===== config.mk =====
export PLATFORM = sky130hd
export DESIGN_NAME = mem_map_datapath
export DESIGN_NICKNAME = d
export VERILOG_FILES = /design/src/rtl/mem_map_pkg.sv /design/src/rtl/mem_map_datapath_mem_bank.sv /design/src/rtl/mem_map_datapath.sv
export SDC_FILE = /design/constraint.sdc
export NUM_CORES = 1
export LEC_CHECK = 0
export ABC_CLOCK_PERIOD_IN_PS = 2550
export BUFFER_PORTS_ARGS = -buffer_cell sky130_fd_sc_hd__buf_2
export CAP_MARGIN = 20
export CELL_PAD_IN_SITES_DETAIL_PLACEMENT = 0
export CELL_PAD_IN_SITES_GLOBAL_PLACEMENT = 1
export CORE_UTILIZATION = 45
export DETAILED_ROUTE_END_ITERATION = 16
export PLACE_DENSITY_LB_ADDON = 0.15
export SETUP_SLACK_MARGIN = 0.5
export SLEW_MARGIN = 5
export SYNTH_ARGS = -nofsm -noshare
export SYNTH_HDL_FRONTEND = slang
export SYNTH_HIERARCHICAL = 1
export SYNTH_SLANG_ARGS = --single-unit

===== constraint.sdc =====
create_clock -name clk -period 2.55 [get_ports clk]
set_input_delay 0.255 -clock clk [delete_from_list [all_inputs] [get_ports clk]]
set_output_delay 0.255 -clock clk [all_outputs]
set_load 0.005 [all_outputs]

===== src/rtl/mem_map_pkg.sv =====
// Shared sizing constants for the memory-map datapath and its sequencing controller.
package mem_map_pkg;
  localparam int DW      = 8;
  localparam int AW_A    = 3;
  localparam int AW_B    = 2;
  localparam int DEPTH_A = 1 << AW_A;
  localparam int DEPTH_B = 1 << AW_B;
  localparam int CNT_W   = 3;
  localparam logic [CNT_W-1:0] FULL_CNT = 3'd4;
endpackage


===== src/rtl/mem_map_datapath_mem_bank.sv =====
// Generic single-port-write, registered-read RAM bank; contents survive reset, only the read register clears.
module mem_bank #(
  parameter int W  = 8,
  parameter int AW = 3
) (
  input  logic          clk,
  input  logic          reset,
  input  logic          we,
  input  logic [AW-1:0] waddr,
  input  logic [W-1:0]  wdata,
  input  logic [AW-1:0] raddr,
  output logic [W-1:0]  rdata
);
  localparam int DEPTH = 1 << AW;

  logic [W-1:0] mem_q [DEPTH];
  logic [W-1:0] rdata_d;
  logic [W-1:0] rdata_q;

  always_comb begin
    rdata_d = mem_q[raddr];
  end

  // Non-blocking update gives read-before-write on a same-edge collision.
  always_ff @(posedge clk) begin
    if (we && !reset) begin
      mem_q[waddr] <= wdata;
    end
    if (reset) begin
      rdata_q <= '0;
    end else begin
      rdata_q <= rdata_d;
    end
  end

  assign rdata = rdata_q;
endmodule


===== src/rtl/mem_map_datapath.sv =====
// Two-bank datapath: A feeds a pairwise-sum pipeline whose results are stored in B,
// with a saturating write counter and sticky overflow flag on B.
module mem_map_datapath #(
  parameter int DW   = mem_map_pkg::DW,
  parameter int AW_A = mem_map_pkg::AW_A,
  parameter int AW_B = mem_map_pkg::AW_B
) (
  input  logic            clk,
  input  logic            reset,
  input  logic            WEA,
  input  logic            IncA,
  input  logic            WEB,
  input  logic            IncB,
  input  logic [DW-1:0]   DataInA,
  input  logic [AW_B-1:0] RdAddrB,
  output logic [AW_A-1:0] AddrA,
  output logic [AW_B-1:0] AddrB,
  output logic [DW:0]     DOutB,
  output logic            FullB,
  output logic            ErrOvf
);
  import mem_map_pkg::*;

  logic [AW_A-1:0]  addr_a_d, addr_a_q;
  logic [AW_B-1:0]  addr_b_d, addr_b_q;
  logic [DW-1:0]    read_a;
  logic [DW-1:0]    prev_a_d, prev_a_q;
  logic [DW:0]      sum_ab;
  logic [DW:0]      dout_b;
  logic [CNT_W-1:0] count_b_d, count_b_q;
  logic             err_ovf_d, err_ovf_q;
  logic             full_b;

  assign full_b = (count_b_q == FULL_CNT);
  assign sum_ab = {1'b0, read_a} + {1'b0, prev_a_q};

  always_comb begin
    addr_a_d  = addr_a_q;
    addr_b_d  = addr_b_q;
    prev_a_d  = read_a;
    count_b_d = count_b_q;
    err_ovf_d = err_ovf_q;
    if (IncA) begin
      addr_a_d = addr_a_q + 1'b1;
    end
    if (IncB) begin
      addr_b_d = addr_b_q + 1'b1;
    end
    // Writes past the fourth still land in B, but are flagged as an overflow.
    if (WEB) begin
      if (full_b) begin
        err_ovf_d = 1'b1;
      end else begin
        count_b_d = count_b_q + 1'b1;
      end
    end
  end

  always_ff @(posedge clk) begin
    if (reset) begin
      addr_a_q  <= '0;
      addr_b_q  <= '0;
      prev_a_q  <= '0;
      count_b_q <= '0;
      err_ovf_q <= 1'b0;
    end else begin
      addr_a_q  <= addr_a_d;
      addr_b_q  <= addr_b_d;
      prev_a_q  <= prev_a_d;
      count_b_q <= count_b_d;
      err_ovf_q <= err_ovf_d;
    end
  end

  mem_bank #(.W(DW), .AW(AW_A)) u_bank_a (
    .clk   (clk),
    .reset (reset),
    .we    (WEA),
    .waddr (addr_a_q),
    .wdata (DataInA),
    .raddr (addr_a_q),
    .rdata (read_a)
  );

  mem_bank #(.W(DW + 1), .AW(AW_B)) u_bank_b (
    .clk   (clk),
    .reset (reset),
    .we    (WEB),
    .waddr (addr_b_q),
    .wdata (sum_ab),
    .raddr (RdAddrB),
    .rdata (dout_b)
  );

  assign AddrA  = addr_a_q;
  assign AddrB  = addr_b_q;
  assign DOutB  = dout_b;
  assign FullB  = full_b;
  assign ErrOvf = err_ovf_q;
endmodule


; ---- Word-level counts from Yosys, hierarchy flattened
; Memory sizes are Yosys's and may differ from the RTL's. A register that Yosys moved wholly into a read port is not among the register bits.
; Cells that the tools add are included.
[op_classes]
addsub = 4
eq_ne = 1
n_reduce_logical = 5
bitwise = 1
muxes = 4
[ops]
columns = operator, n
row1 = $add 8x8->9, 1
row2 = $add 3x1->3 const B, 2
row3 = $mux 1, 4
row4 = $reduce_and 2->1, 2
row5 = $eq 3x3->1 const B, 1
row6 = $add 2x1->2 const B, 1
row7 = $logic_and 1x1->1, 2
row8 = $logic_not 1->1, 1
row9 = $not 1->1, 1
[totals]
reg_bits = 17
n_memories = 2
in_bits = 16
mem_bits_rw = 100
output_inout_bits = 16
wordCells = 22
[memory_table]
columns = memory, depth, width, read_ports, rd_clocked_by_memory_dff, write_ports, line
row1 = u_bank_a.mem_q, 8, 8, 1, 1, 1, mem_map_datapath_mem_bank.sv:16  ; logic [W-1:0] mem_q [DEPTH];
row2 = u_bank_b.mem_q, 4, 9, 1, 1, 1, mem_map_datapath_mem_bank.sv:16

; ---- Logic depth before layout (Yosys ltp)
; Gate-level depths: netlist of the first run.
[logic_depth]
word_depth = 4
mapped_depth = 6
ltp_nobuf = 6

; ---- Cells and area by module
; The synthesis of the first run kept the hierarchy.
[modules_own_cells]
columns = module, seq_area_each_um2, n_inst, cells_each, area_each_um2
row1 = mem_bank (u_bank_a), 2082.0, 1, 123, 2692.6
row2 = mem_bank (u_bank_b), 1261.2, 1, 82, 1590.3
row3 = mem_map_datapath, 340.3, 1, 96, 902.1

; ---- Worst setup path after synthesis of the first run
; Ideal clock, no wire load.
[synth_timing]
path_kind = input -> register
start = input reset
end = memory u_bank_a.mem_q[0][0] (enable)
n_path_buf = 1
setup_time_ps = 383
cell_stages = 3
required_time_ps = 2167
arrival_time_ps = 1530
setup_slack_ps = 637
path_cell_list = clkbuf_1 -> or3b_2 -> nor3_1
[synth_between]
elab_chain_cells = 4
[synth_lines]
columns = item, line
row1 = start: declaration, mem_map_datapath.sv:9  ; input logic reset,
row2 = $logic_not 1->1, mem_map_datapath_mem_bank.sv:26  ; if (we && !reset) begin
row3 = $logic_and 1x1->1, mem_map_datapath_mem_bank.sv:26
row4 = $mux 1, mem_map_datapath_mem_bank.sv:26
row5 = $mux 1 (implied by the code), mem_map_datapath_mem_bank.sv:27  ; mem_q[waddr] <= wdata;
row6 = end: declaration, mem_map_datapath_mem_bank.sv:16
; No other way between the ends.

; ---- Final worst setup path of the first run
[layout_timing]
start = register u_bank_a.rdata_q[0], in the netlist u_bank_a/rdata[0], read port of u_bank_a.mem_q
end = memory u_bank_b/mem_q[3][6] (netlist bit) (data pin)
[layout_between]
elab_chain_cells = 1
[layout_lines]
columns = item, line
row1 = start: declaration, mem_map_datapath_mem_bank.sv:18  ; logic [W-1:0] rdata_q;
row2 = $add 8x8->9, mem_map_datapath.sv:35  ; assign sum_ab = {1'b0, read_a} + {1'b0, prev_a_q};
row3 = net sum_ab[6], mem_map_datapath.sv:28  ; logic [DW:0] sum_ab;
row4 = end: declaration, mem_map_datapath_mem_bank.sv:16
; The timed path passes the listed nets, and every way through them passes these cells.

==> key figures, run 1 <==
Power and ir drop
  • NetSw: 1040 µW
  • Comb pwr share: 6.7%
  • Pwr dens: 843 nW/µm²
  • Sw Share: 20.1%
  • Seq pwr share: 48.2%
  • P_leak: 0.00226 µW
  • Tot Pwr: 5150 µW
  • Int Pwr: 4110 µW
  • Clock group share of total power: 45.1%
  • VDD IR-drop max: 0.519 mV

CTS
  • Clock sinks: 134
  • CTS tree: done
  • Setup repair bufs after CTS: 0
  • H-tree depth: 4
  • # hold bufs at CTS: 0
  • CTS max path bufs: 2
  • Resize count post-CTS: 0
  • Total CTS buffers: 17
  • Clock Pin Slew Worst Setup and Hold Paths: 0.05 ns
  • Clock root cell: clkbuf_16
  • Clk_lat worst skew: 0.41 ns

Global route
  • Total congestion overflow: 0
  • GRT Overall Usage: 15.7%
  • Vias in the first global route: 2560
  • Initial antenna violation count: 0
  • First-pass GRT wire length: 13000 µm
  • Largest net degree at the start of global routing: 25

Yosys
  • Ys async rst share: 0%
  • Cell area after synthesis: 5180 µm²
  • Cell variety after synth: 39
  • Avg Inst Size Synth: 17.2 µm²
  • Register area share after synthesis: 71.0%
  • Yosys warns: 6
  • Syn nets: 329
  • Post-synth EDFFs: 100
  • Gate Count Post-Synth: 301
  • Top FF cell, synth: edfxtp_1
  • Yosys reg bits: 134

STA
  • Pins Over Slew Limit: 0
  • Final clock skew: 0.00563 ns
  • Setup WS post-layout: 0.688 ns
  • Rel. slew slack: 65.9%
  • Fin crit share: 73.0%
  • Slew @ Worst Pin: 0.512 ns
  • Final-report hold violation count: 0
  • Final TNS setup: 0 ns
  • Fin crit period: 1.86 ns
  • Final setup fails: 0
  • Fmax: 537 MHz
  • RSZ-0062 raised after global routing: no

Floorplanning
  • DIE HEIGHT: 109 µm
  • Starting Density: 47.0%
  • Die W: 109 µm
  • Cell row count: 38
  • Placeable Area: 11000 µm²
  • Ports: 32
  • Die Area: 12000 µm²

Outcome
  • Status: finished, final reports clean

Critical path
  • CP Cell Sequence: ha_1 -> fa_1 -> a21oi_1 -> nor2_1 -> nor2_1 -> xnor2_1
  • FF-to-FF setup slack: 0.69 ns
  • CP Capture Type: flop
  • CP startpoint kind: flop
  • Worst path slowest cell: fa_1
  • CP max FO: 4
  • CP dominant cell by count: nor2_1
  • R2R cell count: 6
  • CP peak stage delay: 0.41 ns
  • CP arrival: 2.04 ns
  • Data required time at the worst endpoint: 2.72 ns
  • Worst r2r src: u_bank_a/rdata[0]
  • Crit path kind: flop to flop
  • Worst R2R End: u_bank_b/mem_q[3][6]

Worst hold path
  • Hold Path End: u_bank_a/mem_q[2][7]
  • Hold_sp: DataInA[7]
  • Hold depth: 1
  • Worst Hold Class: input pin to flop

Run
  • Max-cap violations: 0

Routing
  • Via density: 5.13
  • Remaining antenna violation count after routing: 0
  • Top Metal Used: met4
  • Via count: 2606
  • WL met1: 3670 µm
  • Drt first pass iters: 4
  • Drt wl/cell: 16.1 µm
  • Initial detailed-routing violation count: 94
  • Met2 wire length: 4120 µm
  • DRT Wirelength: 8200 µm
  • Met3 wire length: 279 µm
  • DR DRC count: 0

Layout
  • ANT cells: 0
  • Layout cells sized above 1: 22.6%
  • Post-route cell area: 6110 µm²
  • Number of fillers in the final layout: 895
  • Post-Layout Cell Count: 508
  • Syn-to-layout area delta: 17.8%
  • # nets final: 383

Placed design
  • Gpl congestion: 0.685
  • Post-DP Area: 5540 µm²
  • Setup WS pre-CTS: 0.679 ns
  • Post-detail-place hpwl: 5180 µm
  • Port Buffers: 31
  • DP Cell Count: 476
-- critical path: cells and delay by family, from the launching register on --
| family | cells | cell delay, ns |
|---|---|---|
| xor+xnor | 1 | 0.24 |
| fa+ha+maj | 2 | 0.63 |
| flops | 1 | 0.30 |
| simple gates | 2 | 0.24 |
| compound gates | 1 | 0.21 |
-- power groups by stage --
stage	clock network, µW	logic (µW)	registers (µW)
floorplan	0	250	2520
global placement	0	342	2520
detailed placement	0	347	2520
CTS	2370	349	2480
global route	2470	386	2490
finish	2320	343	2480
-- cell usage in the layout (no fill, tap or decap), drive strengths merged, types with 2 or more instances in the layout --
master    netlist  final
mux4           16     16
clkinvlp        0      2
a21oi           7      7
dfxtp          34     34
nor4bb          2      2
clkinv          0      8
nor2b          10     10
a311o           2      2
nand3           2      2
o22ai           9      9
bufinv          0      3
clkbuf          3     19
nor2           24     24
ha             11     11
inv             5      5
xor2            4      4
a21o            2      2
buf             8     46
edfxtp        100    100
mux2i          29     29
nand2           6      6
nor3            5      5
xnor2           5      5
nand2b          4      4
and4b           2      2
-- metrics by stage --
stage               hold slack, ns  util, %
finish                       0.109     55.4
global placement             0.444     50.2
detailed placement           0.456     50.2
floorplan                    0.327        -
CTS                         0.0921     55.4
global route                 0.114     55.4
-- metal layers --
metal	track usage [%]	up-vias
met5	0	-
met4	7.71	0
met3	4.80	10
met2	26.6	47
met1	18.0	1270
li1	-	1279
-- synthesized netlist by cell type (2+ instances only) --
cell | count | area share [%]
a21o_1 | 2 | 0.29
a21oi_1 | 7 | 0.68
a311o_1 | 2 | 0.39
and4b_1 | 2 | 0.39
buf_12 | 2 | 0.77
buf_2 | 3 | 0.29
buf_6 | 2 | 0.43
clkbuf_1 | 2 | 0.14
dfxtp_1 | 34 | 13
edfxtp_1 | 100 | 58
ha_1 | 11 | 2.7
inv_1 | 4 | 0.29
mux2i_1 | 29 | 5.6
mux4_1 | 6 | 3.0
mux4_2 | 10 | 4.3
nand2_1 | 6 | 0.43
nand2b_1 | 4 | 0.48
nand3_1 | 2 | 0.19
nor2_1 | 24 | 1.7
nor2b_1 | 10 | 1.2
nor3_1 | 5 | 0.48
nor4bb_1 | 2 | 0.39
o22ai_1 | 9 | 1.1
xnor2_1 | 5 | 0.84
xor2_1 | 4 | 0.68
-- registers in the layout (all words and copies together) (netlist names), 2 cells and up --
register / count
u_bank_b/mem_q: 36
AddrA: 3
prev_a_q: 8
AddrB: 2
count_b_q: 3
u_bank_a/mem_q: 64
u_bank_a/rdata: 8
u_bank_b/rdata: 9
-- kinds of logic (layout without fill, tap and decap cells) --
kind of cell,Yosys count,count (layout),synth area share (%)
adders and majority gates,12,12,3.04
buffers and inverters,16,83,2.24
xor gates and xnor gates,9,9,1.52
AOI/OAI and AO/OA,24,24,3.02
and+or+nand+nor,61,61,6.15
muxes,45,45,13.0
DFF,134,134,71.0
-- area by class of cell --
| cell class | instances | area, µm² | share of cell area (%) |
|---|---|---|---|
| Clock buffer | 19 | 433 | 7.09 |
| Clock inverter | 13 | 138 | 2.25 |
| Inverter | 5 | 18.8 | 0.307 |
| Multi-Input combinational cell | 151 | 1390 | 22.8 |
| Sequential cell | 134 | 3680 | 60.3 |
| Tap cell | 140 | 175 | 2.87 |
| Timing Repair Buffer | 46 | 268 | 4.38 |
-- worst max path at each step --
stage | start | to | depth (start not counted)
6_report | u_bank_a/rdata[0] | u_bank_b/mem_q[3][6] | 6
5_1_grt | u_bank_a/rdata[0] | u_bank_b/mem_q[1][8] | 6
4_1_cts | u_bank_a/rdata[0] | u_bank_b/mem_q[3][8] | 6
3_5_place_dp | u_bank_a/rdata[0] | u_bank_b/mem_q[3][8] | 6
3_3_place_gp | u_bank_a/rdata[0] | u_bank_b/mem_q[1][8] | 6
2_1_floorplan | reset | u_bank_a/mem_q[0][0] | 3
Power figures use the tool's default switching activity.
==> inputs of run 2 (changes only) <==
--- a/config.mk
+++ b/config.mk
@@ -5,7 +5,8 @@
 export SDC_FILE = /design/constraint.sdc
 export NUM_CORES = 1
 export LEC_CHECK = 0
-export ABC_CLOCK_PERIOD_IN_PS = 2550
+export ABC_AREA = 1
+export ABC_CLOCK_PERIOD_IN_PS = 1850
 export BUFFER_PORTS_ARGS = -buffer_cell sky130_fd_sc_hd__buf_2
 export CAP_MARGIN = 20
 export CELL_PAD_IN_SITES_DETAIL_PLACEMENT = 0
==> constraint.sdc (replaced) <==
create_clock -name clk -period 1.85 [get_ports clk]
set_input_delay 0.185 -clock clk [delete_from_list [all_inputs] [get_ports clk]]
set_output_delay 0.185 -clock clk [all_outputs]
set_load 0.005 [all_outputs]
==> run 2 against run 1 <==
Compared with the run above: register-to-register slack lost 0.36 ns; clock power grew 31%; synthesized cell count rose by 97%; combinational power is 110% higher; first-iteration DRC count is 67% higher; via count rose by 42%; flip-flop and latch count unchanged; clock-buffer cell count rose by 8; worst setup slack worse by 0.36 ns; utilization hardly changed; critical endpoint unchanged; largest cell class unchanged.
==> key figures, run 2 <==
Outcome
  • Status: finished, final reports clean (unchanged)

STA
  • Fmax: 656 MHz (was 537 MHz)
  • RSZ-0062 raised after global routing: yes (was no)
  • Fin crit period: 1.52 ns (was 1.86 ns)
  • Final-report hold violation count: 0 (unchanged)
  • Final TNS setup: 0 ns (unchanged)
  • Setup WS post-layout: 0.326 ns (was 0.688 ns)
  • Slew @ Worst Pin: 0.444 ns (was 0.512 ns)
  • Rel. slew slack: 70.3% (was 65.9%)
  • Pins Over Slew Limit: 0 (unchanged)
  • Final setup fails: 0 (unchanged)
  • Fin crit share: 82.4% (was 73.0%)
  • Final clock skew: 0.00791 ns (was 0.00563 ns)

Yosys
  • Register area share after synthesis: 63.4% (was 71.0%)
  • Post-synth top area cell: edfxtp_1 (unchanged)
  • Synth top cells by count: nand2_1 (148), inv_1 (129), edfxtp_1 (100) (was edfxtp_1 (100), dfxtp_1 (34), mux2i_1 (29))
  • Area fraction of the dominant cell type after synthesis: 51.7% (was 57.9%)
  • Ys async rst share: 0% (unchanged)
  • Top FF cell, synth: edfxtp_1 (unchanged)
  • Top cells by area, synth: edfxtp_1 (52%), dfxtp_1 (12%), nand2_1 (9.6%) (was edfxtp_1 (58%), dfxtp_1 (13%), mux2i_1 (5.6%))
  • Yosys warns: 6 (unchanged)
  • Avg Inst Size Synth: 9.79 µm² (was 17.2 µm²)
  • Post-synth EDFFs: 100 (unchanged)
  • Cell variety after synth: 29 (was 39)
  • Syn nets: 621 (was 329)
  • Cell area after synthesis: 5810 µm² (was 5180 µm²)
  • Yosys reg bits: 134 (unchanged)
  • Gate Count Post-Synth: 593 (was 301)
  • Top-count cell post-synth: nand2_1 (was edfxtp_1)

Worst hold path
  • Worst Hold Class: input pin to flop (unchanged)
  • Hold_sp: IncA (was DataInA[7])
  • Hold Path End: AddrA[1] (was u_bank_a/mem_q[2][7])
  • Hold depth: 2 (was 1)

Critical path
  • CP Capture Type: flop (unchanged)
  • FF-to-FF setup slack: 0.33 ns (was 0.69 ns)
  • CP startpoint kind: flop (unchanged)
  • CP arrival: 1.68 ns (was 2.04 ns)
  • R2R cell count: 8 (was 6)
  • Crit path kind: flop to flop (unchanged)
  • Worst R2R End: u_bank_b/mem_q[3][6] (unchanged)
  • Worst r2r src: prev_a_q[0] (was u_bank_a/rdata[0])
  • Data required time at the worst endpoint: 2.00 ns (was 2.72 ns)
  • CP max FO: 4 (unchanged)

Layout
  • Syn-to-layout area delta: 20.3% (was 17.8%)
  • Commonest non-fill, non-tap cell in the layout: nand2_1 (was edfxtp_1)
  • Commonest non-fill, non-tap cells in the layout: nand2_1 (136), inv_1 (127), edfxtp_1 (100) (was edfxtp_1 (100), dfxtp_1 (34), buf_2 (31))
  • Reg with most FFs: u_bank_a/mem_q (unchanged)
  • ANT cells: 0 (unchanged)
  • Post-Layout Cell Count: 834 (was 508)
  • Max reg flops: 64 (unchanged)
  • # nets final: 677 (was 383)
  • Layout cells sized above 1: 20.2% (was 22.6%)

CTS
  • Clock root cell: clkbuf_16 (unchanged)
  • Total CTS buffers: 17 (unchanged)
  • H-tree depth: 4 (unchanged)
  • Clk_lat worst skew: 0.41 ns (about the same)
  • Clock sinks: 134 (unchanged)
  • Clock Pin Slew Worst Setup and Hold Paths: 0.05 ns (about the same)
  • CTS max path bufs: 2 (unchanged)
  • CTS tree: done (unchanged)
  • # hold bufs at CTS: 0 (unchanged)

Global route
  • Total congestion overflow: 0 (unchanged)
  • GRT Overall Usage: 17.4% (was 15.7%)
  • First-pass GRT wire length: 17300 µm (was 13000 µm)
  • Vias in the first global route: 3600 (was 2560)
  • Initial antenna violation count: 0 (unchanged)
  • Largest net degree at the start of global routing: 33 (was 25)

Floorplanning
  • Ports: 32 (unchanged)
  • DIE HEIGHT: 116 µm (was 109 µm)
  • Die Area: 13400 µm² (was 12000 µm²)
  • Starting Density: 46.0% (was 47.0%)
  • Cell row count: 41 (was 38)
  • Placeable Area: 12600 µm² (was 11000 µm²)
  • Die W: 116 µm (was 109 µm)

Placed design
  • Setup WS pre-CTS: 0.276 ns (was 0.679 ns)
  • Gpl congestion: 0.764 (was 0.685)
  • Post-detail-place hpwl: 6750 µm (was 5180 µm)
  • DP Cell Count: 794 (was 476)
  • Port Buffers: 31 (unchanged)

Routing
  • Drt first pass iters: 4 (unchanged)
  • Remaining antenna violation count after routing: 0 (unchanged)
  • Via count: 3704 (was 2606)
  • Initial detailed-routing violation count: 157 (was 94)
  • DR DRC count: 0 (unchanged)
  • Drt wl/cell: 12.5 µm (was 16.1 µm)
  • DRT Wirelength: 10400 µm (was 8200 µm)
  • Via density: 4.44 (was 5.13)

Power and ir drop
  • P_leak: 0.00318 µW (was 0.00226 µW)
  • Pwr dens: 1030 nW/µm² (was 843 nW/µm²)
  • VDD IR-drop max: 0.658 mV (was 0.519 mV)

Run
  • Max-cap violations: 0 (unchanged)
[run 2: how the worst max path moves through the flow]
| stage | from | to | slack, ns | cells after the start |
|---|---|---|---|---|
| finish | prev_a_q[0] | u_bank_b/mem_q[3][6] | 0.33 | 8 |
| global route | u_bank_a/rdata[0] | u_bank_b/mem_q[3][6] | 0.27 | 8 |
| CTS | prev_a_q[0] | u_bank_b/mem_q[3][6] | 0.33 | 8 |
| detailed placement | u_bank_a/rdata[0] | u_bank_b/mem_q[2][6] | 0.28 | 8 |
| global placement | u_bank_a/rdata[0] | u_bank_b/mem_q[0][8] | 0.31 | 8 |
| floorplan | AddrB[0] | u_bank_b/mem_q[1][0] | 0.29 | 2 |
[run 2: metal layers]
layer  global-route usage [%]  share of wire [%]  vias up  wire [µm]
met4                     7.88                1.3        0        132
li1                         -                  -     1962          -
met5                        0                  0        -          0
met2                     31.0                 51       56       5350
met3                     4.29                3.3       12        339
met1                     19.9                 44     1674       4600
[run 2: repair_timing]
action                                  4_1_cts  5_1_grt
pin swaps                                     4        5
endpoints found under the setup margin       64       80
buffers inserted                              3        4
resized for setup                            26       18
gates cloned                                  0        1
[run 2: cell families (layout without fill, tap and decap cells)]
group / after synthesis / in the layout / share of synthesized area (%)
buf+inv: 153 / 222 / 11.4
compound gates: 24 / 24 / 2.13
flops: 134 / 134 / 63.4
fa+ha+maj: 12 / 12 / 2.72
xor+xnor: 5 / 5 / 0.754
simple gates: 265 / 265 / 19.6
[run 2: area by class of cell]
type,instances,area [µm²]
flip-flops and latches,134,3700
well taps,172,215
fillers,1125,5630
repair buffers,55,403
clock buffers,27,483
inverters,135,514
multi-input cells,306,1620
clock inverters,5,51.3
[run 2: stage by stage]
stage	area (µm²)	power [µW]	hold WS [ns]	util, %
final	6990	7170	0.0275	55.4
after global routing	6990	7480	0.0353	55.4
after CTS	6860	7190	0.0145	54.4
after detailed placement	6220	4110	0.417	49.3
after global placement	6220	4100	0.417	49.3
after floorplan	5860	3940	0.254	-
[run 2: power breakdown]
group	internal, µW	leakage, µW	total [µW]	switching, µW
logic	289	0.00173	715	427
clock network	1910	0.000257	3030	1120
registers	3380	0.00120	3430	50.4
[run 2: critical path: stages, from the launching register on]
cell and delay [ns]:
dfxtp_2 0.32, ha_4 0.16, fa_2 0.36, nand2_2 0.09
nand2_4 0.06, nand3b_4 0.10, nand2_4 0.05, nand2_2 0.06
nand2_2 0.06
==> inputs of run 3 (changes only) <==
--- a/config.mk
+++ b/config.mk
@@ -6,12 +6,12 @@
 export NUM_CORES = 1
 export LEC_CHECK = 0
 export ABC_AREA = 1
-export ABC_CLOCK_PERIOD_IN_PS = 1850
+export ABC_CLOCK_PERIOD_IN_PS = 1280
 export BUFFER_PORTS_ARGS = -buffer_cell sky130_fd_sc_hd__buf_2
 export CAP_MARGIN = 20
 export CELL_PAD_IN_SITES_DETAIL_PLACEMENT = 0
 export CELL_PAD_IN_SITES_GLOBAL_PLACEMENT = 1
-export CORE_UTILIZATION = 45
+export CORE_UTILIZATION = 43
 export DETAILED_ROUTE_END_ITERATION = 16
 export PLACE_DENSITY_LB_ADDON = 0.15
 export SETUP_SLACK_MARGIN = 0.5
==> constraint.sdc (replaced) <==
create_clock -name clk -period 1.28 [get_ports clk]
set_input_delay 0.128 -clock clk [delete_from_list [all_inputs] [get_ports clk]]
set_output_delay 0.128 -clock clk [all_outputs]
set_load 0.005 [all_outputs]
==> run 3 against run 2 <==
Compared with the run above: the run now ends with setup timing left; critical path type unchanged; global-route usage rose by 2.0 points; final cell count grew 7.0%; flip-flop and latch count unchanged; largest cell class unchanged.
==> key figures, run 3 (synthesis results as in run 2) <==
Layout
  • Area of the multi-input gates: 2410 µm² (was 1620 µm²)
  • Commonest non-fill, non-tap cell in the layout: inv_1 (was nand2_1)
  • Commonest non-fill, non-tap cells in the layout: inv_1 (119), edfxtp_1 (100), nand2_1 (88) (was nand2_1 (136), inv_1 (127), edfxtp_1 (100))
  • Post-Layout Cell Count: 892 (was 834)
  • Max reg flops: 64 (unchanged)
  • # nets final: 732 (was 677)
  • Reg with most FFs: u_bank_a/mem_q (unchanged)
  • Register Area: 3720 µm² (was 3700 µm²)
  • Layout cells sized above 1: 45.9% (was 20.2%)
  • ANT cells: 0 (unchanged)
  • Syn-to-layout area delta: 50.9% (was 20.3%)
  • Number of fillers in the final layout: 956 (was 1125)

STA
  • Final clock skew: 0.00681 ns (was 0.00791 ns)
  • Fin crit period: 1.52 ns (about the same)
  • Fin crit share: 119% (was 82.4%)
  • RSZ-0062 raised after global routing: yes (unchanged)
  • Final TNS setup: -4.01 ns (was 0 ns)
  • Final-report hold violation count: 0 (unchanged)
  • Rel. slew slack: 75.2% (was 70.3%)
  • Fmax: 656 MHz (about the same)
  • Setup WS post-layout: -0.244 ns (was 0.326 ns)
  • Slew @ Worst Pin: 0.370 ns (was 0.444 ns)
  • Pins Over Slew Limit: 0 (unchanged)
  • Final setup fails: 25 (was 0)

Routing
  • Initial detailed-routing violation count: 135 (was 157)
  • Via density: 4.58 (was 4.44)
  • Remaining antenna violation count after routing: 0 (unchanged)
  • Via count: 4082 (was 3704)
  • DR DRC count: 0 (unchanged)
  • Drt first pass iters: 4 (unchanged)
  • DRT Wirelength: 12500 µm (was 10400 µm)
  • Drt wl/cell: 14.1 µm (was 12.5 µm)

Power and ir drop
  • Sw Share: 24.8% (was 22.2%)
  • P_leak: 0.00390 µW (was 0.00318 µW)
  • Seq pwr share: 43.5% (was 47.8%)
  • NetSw: 2830 µW (was 1590 µW)
  • Pwr dens: 1300 nW/µm² (was 1030 nW/µm²)
  • Int Pwr: 8590 µW (was 5580 µW)
  • VDD IR-drop max: 1.05 mV (was 0.658 mV)
  • Comb pwr share: 15.6% (was 10.0%)
  • Clock group share of total power: 40.9% (was 42.2%)

Critical path
  • CP Capture Type: flop (unchanged)
  • CP arrival: 1.67 ns (was 1.68 ns)
  • Worst R2R End: u_bank_b/mem_q[3][4] (was u_bank_b/mem_q[3][6])
  • CP max FO: 4 (unchanged)
  • Data required time at the worst endpoint: 1.43 ns (was 2.00 ns)
  • Crit path capture: u_bank_b/mem_q[3][4] (was u_bank_b/mem_q[3][6])
  • CP startpoint kind: flop (unchanged)
  • Critical path origin: u_bank_a/rdata[0] (was prev_a_q[0])
  • R2R cell count: 7 (was 8)
  • FF-to-FF setup slack: -0.24 ns (was 0.33 ns)
  • Worst r2r src: u_bank_a/rdata[0] (was prev_a_q[0])
  • Crit path kind: flop to flop (unchanged)

Global route
  • First-pass GRT wire length: 20400 µm (was 17300 µm)
  • Initial antenna violation count: 0 (unchanged)
  • GRT Overall Usage: 19.4% (was 17.4%)
  • Vias in the first global route: 4219 (was 3600)
  • Largest net degree at the start of global routing: 19 (was 33)
  • Total congestion overflow: 0 (unchanged)

Floorplanning
  • DIE HEIGHT: 118 µm (was 116 µm)
  • Placeable Area: 13200 µm² (was 12600 µm²)
  • Die W: 118 µm (was 116 µm)
  • Cell row count: 42 (was 41)
  • Ports: 32 (unchanged)
  • Die Area: 14000 µm² (was 13400 µm²)
  • Starting Density: 44.0% (was 46.0%)

CTS
  • CTS tree: done (unchanged)
  • Clock Pin Slew Worst Setup and Hold Paths: 0.06 ns (was 0.05 ns)
  • Total CTS buffers: 17 (unchanged)
  • CTS max path bufs: 2 (unchanged)
  • Clock sinks: 134 (unchanged)
  • Clk_lat worst skew: 0.41 ns (about the same)
  • Clock root cell: clkbuf_16 (unchanged)
  • H-tree depth: 4 (unchanged)

Outcome
  • Failing checks: setup timing
  • Status: complete, but fails checks (was finished, final reports clean)

Placed design
  • DP Cell Count: 812 (was 794)
  • Port Buffers: 31 (unchanged)
  • Gpl congestion: 0.741 (was 0.764)
  • Post-detail-place hpwl: 7290 µm (was 6750 µm)

Run
  • Max-cap violations: 0 (unchanged)

Worst hold path
  • Worst Hold Class: input pin to flop (unchanged)
  • Hold depth: 1 (was 2)
## run 3: cell count changes in the layout (fill, tap and decap cells not counted), sizes merged
cell | before | now
dlygate4sd3 | 0 | 9
clkinv | 4 | 6
clkinvlp | 1 | 4
inv | 134 | 138
clkbuf | 28 | 17
buf | 54 | 100
bufinv | 1 | 2
## run 3: power groups by stage
stage          logic (µW)  registers [µW]  clock network (µW)
6_report             1780            4960                4670
5_1_grt              1930            4970                4960
4_1_cts              1590            4960                4750
3_5_place_dp         1050            5070                   0
3_3_place_gp         1030            5060                   0
2_1_floorplan         752            5050                   0
## run 3: metal layers
layer  global-route usage, %  share of wire [%]  vias up
met5                       0                  0        -
met4                    9.13                1.9        0
met3                    4.05                2.1       22
met2                    37.1                 57       57
met1                    20.1                 39     1922
li1                        -                  -     2081
## run 3: worst min-delay path by stage
| stage | start | to | slack [ns] |
|---|---|---|---|
| 2_1_floorplan | reset | ErrOvf | 0.20 |
| 3_3_place_gp | IncA | AddrA[1] | 0.38 |
| 3_5_place_dp | IncA | AddrA[1] | 0.39 |
| 4_1_cts | DataInA[6] | u_bank_a/mem_q[3][6] | 0.001 |
| 5_1_grt | DataInA[0] | u_bank_a/mem_q[3][0] | 0.007 |
| 6_report | DataInA[0] | u_bank_a/mem_q[1][0] | 0.004 |
## run 3: area by class of cell
class / count / area share, %
Clock inverter: 14 / 1.74
Multi-Input combinational cell: 306 / 27.5
Timing Repair inverter: 1 / 0.186
Inverter: 135 / 6.37
Clock buffer: 17 / 4.86
Sequential cell: 134 / 42.5
Tap cell: 176 / 2.51
Timing Repair Buffer: 109 / 14.4
## run 3: repair_timing
item | 4_1_cts | 5_1_grt
setup buffers | 25 | 8
endpoints found under the hold margin | 51 | 0
hold buffers | 9 | 0
resized for setup | 151 | 72
endpoints found under the setup margin | 167 | 175
cloned | 7 | 0
pin swaps | 75 | 68
## run 3: critical path, stage by stage, from the launching register on
cell and delay (ns):
dfxtp_2 0.33, ha_4 0.16, fa_2 0.35, nand2_2 0.09, nand2_4 0.06, buf_4 0.14, nand2_4 0.06, xnor2_2 0.08
## run 3: stage by stage
| stage | instance area [µm²] | setup slack [ns] | util (%) | hold WS [ns] | power, µW |
|---|---|---|---|---|---|
| 4_1_cts | 8370 | -0.225 | 63.4 | 0.00147 | 11300 |
| 6_report | 8760 | -0.244 | 66.4 | 0.00442 | 11400 |
| 3_5_place_dp | 6700 | -0.268 | 50.8 | 0.388 | 6120 |
| 2_1_floorplan | 6130 | -0.181 | - | 0.197 | 5800 |
| 3_3_place_gp | 6700 | -0.239 | 50.8 | 0.378 | 6090 |
| 5_1_grt | 8760 | -0.285 | 66.4 | 0.00661 | 11900 |
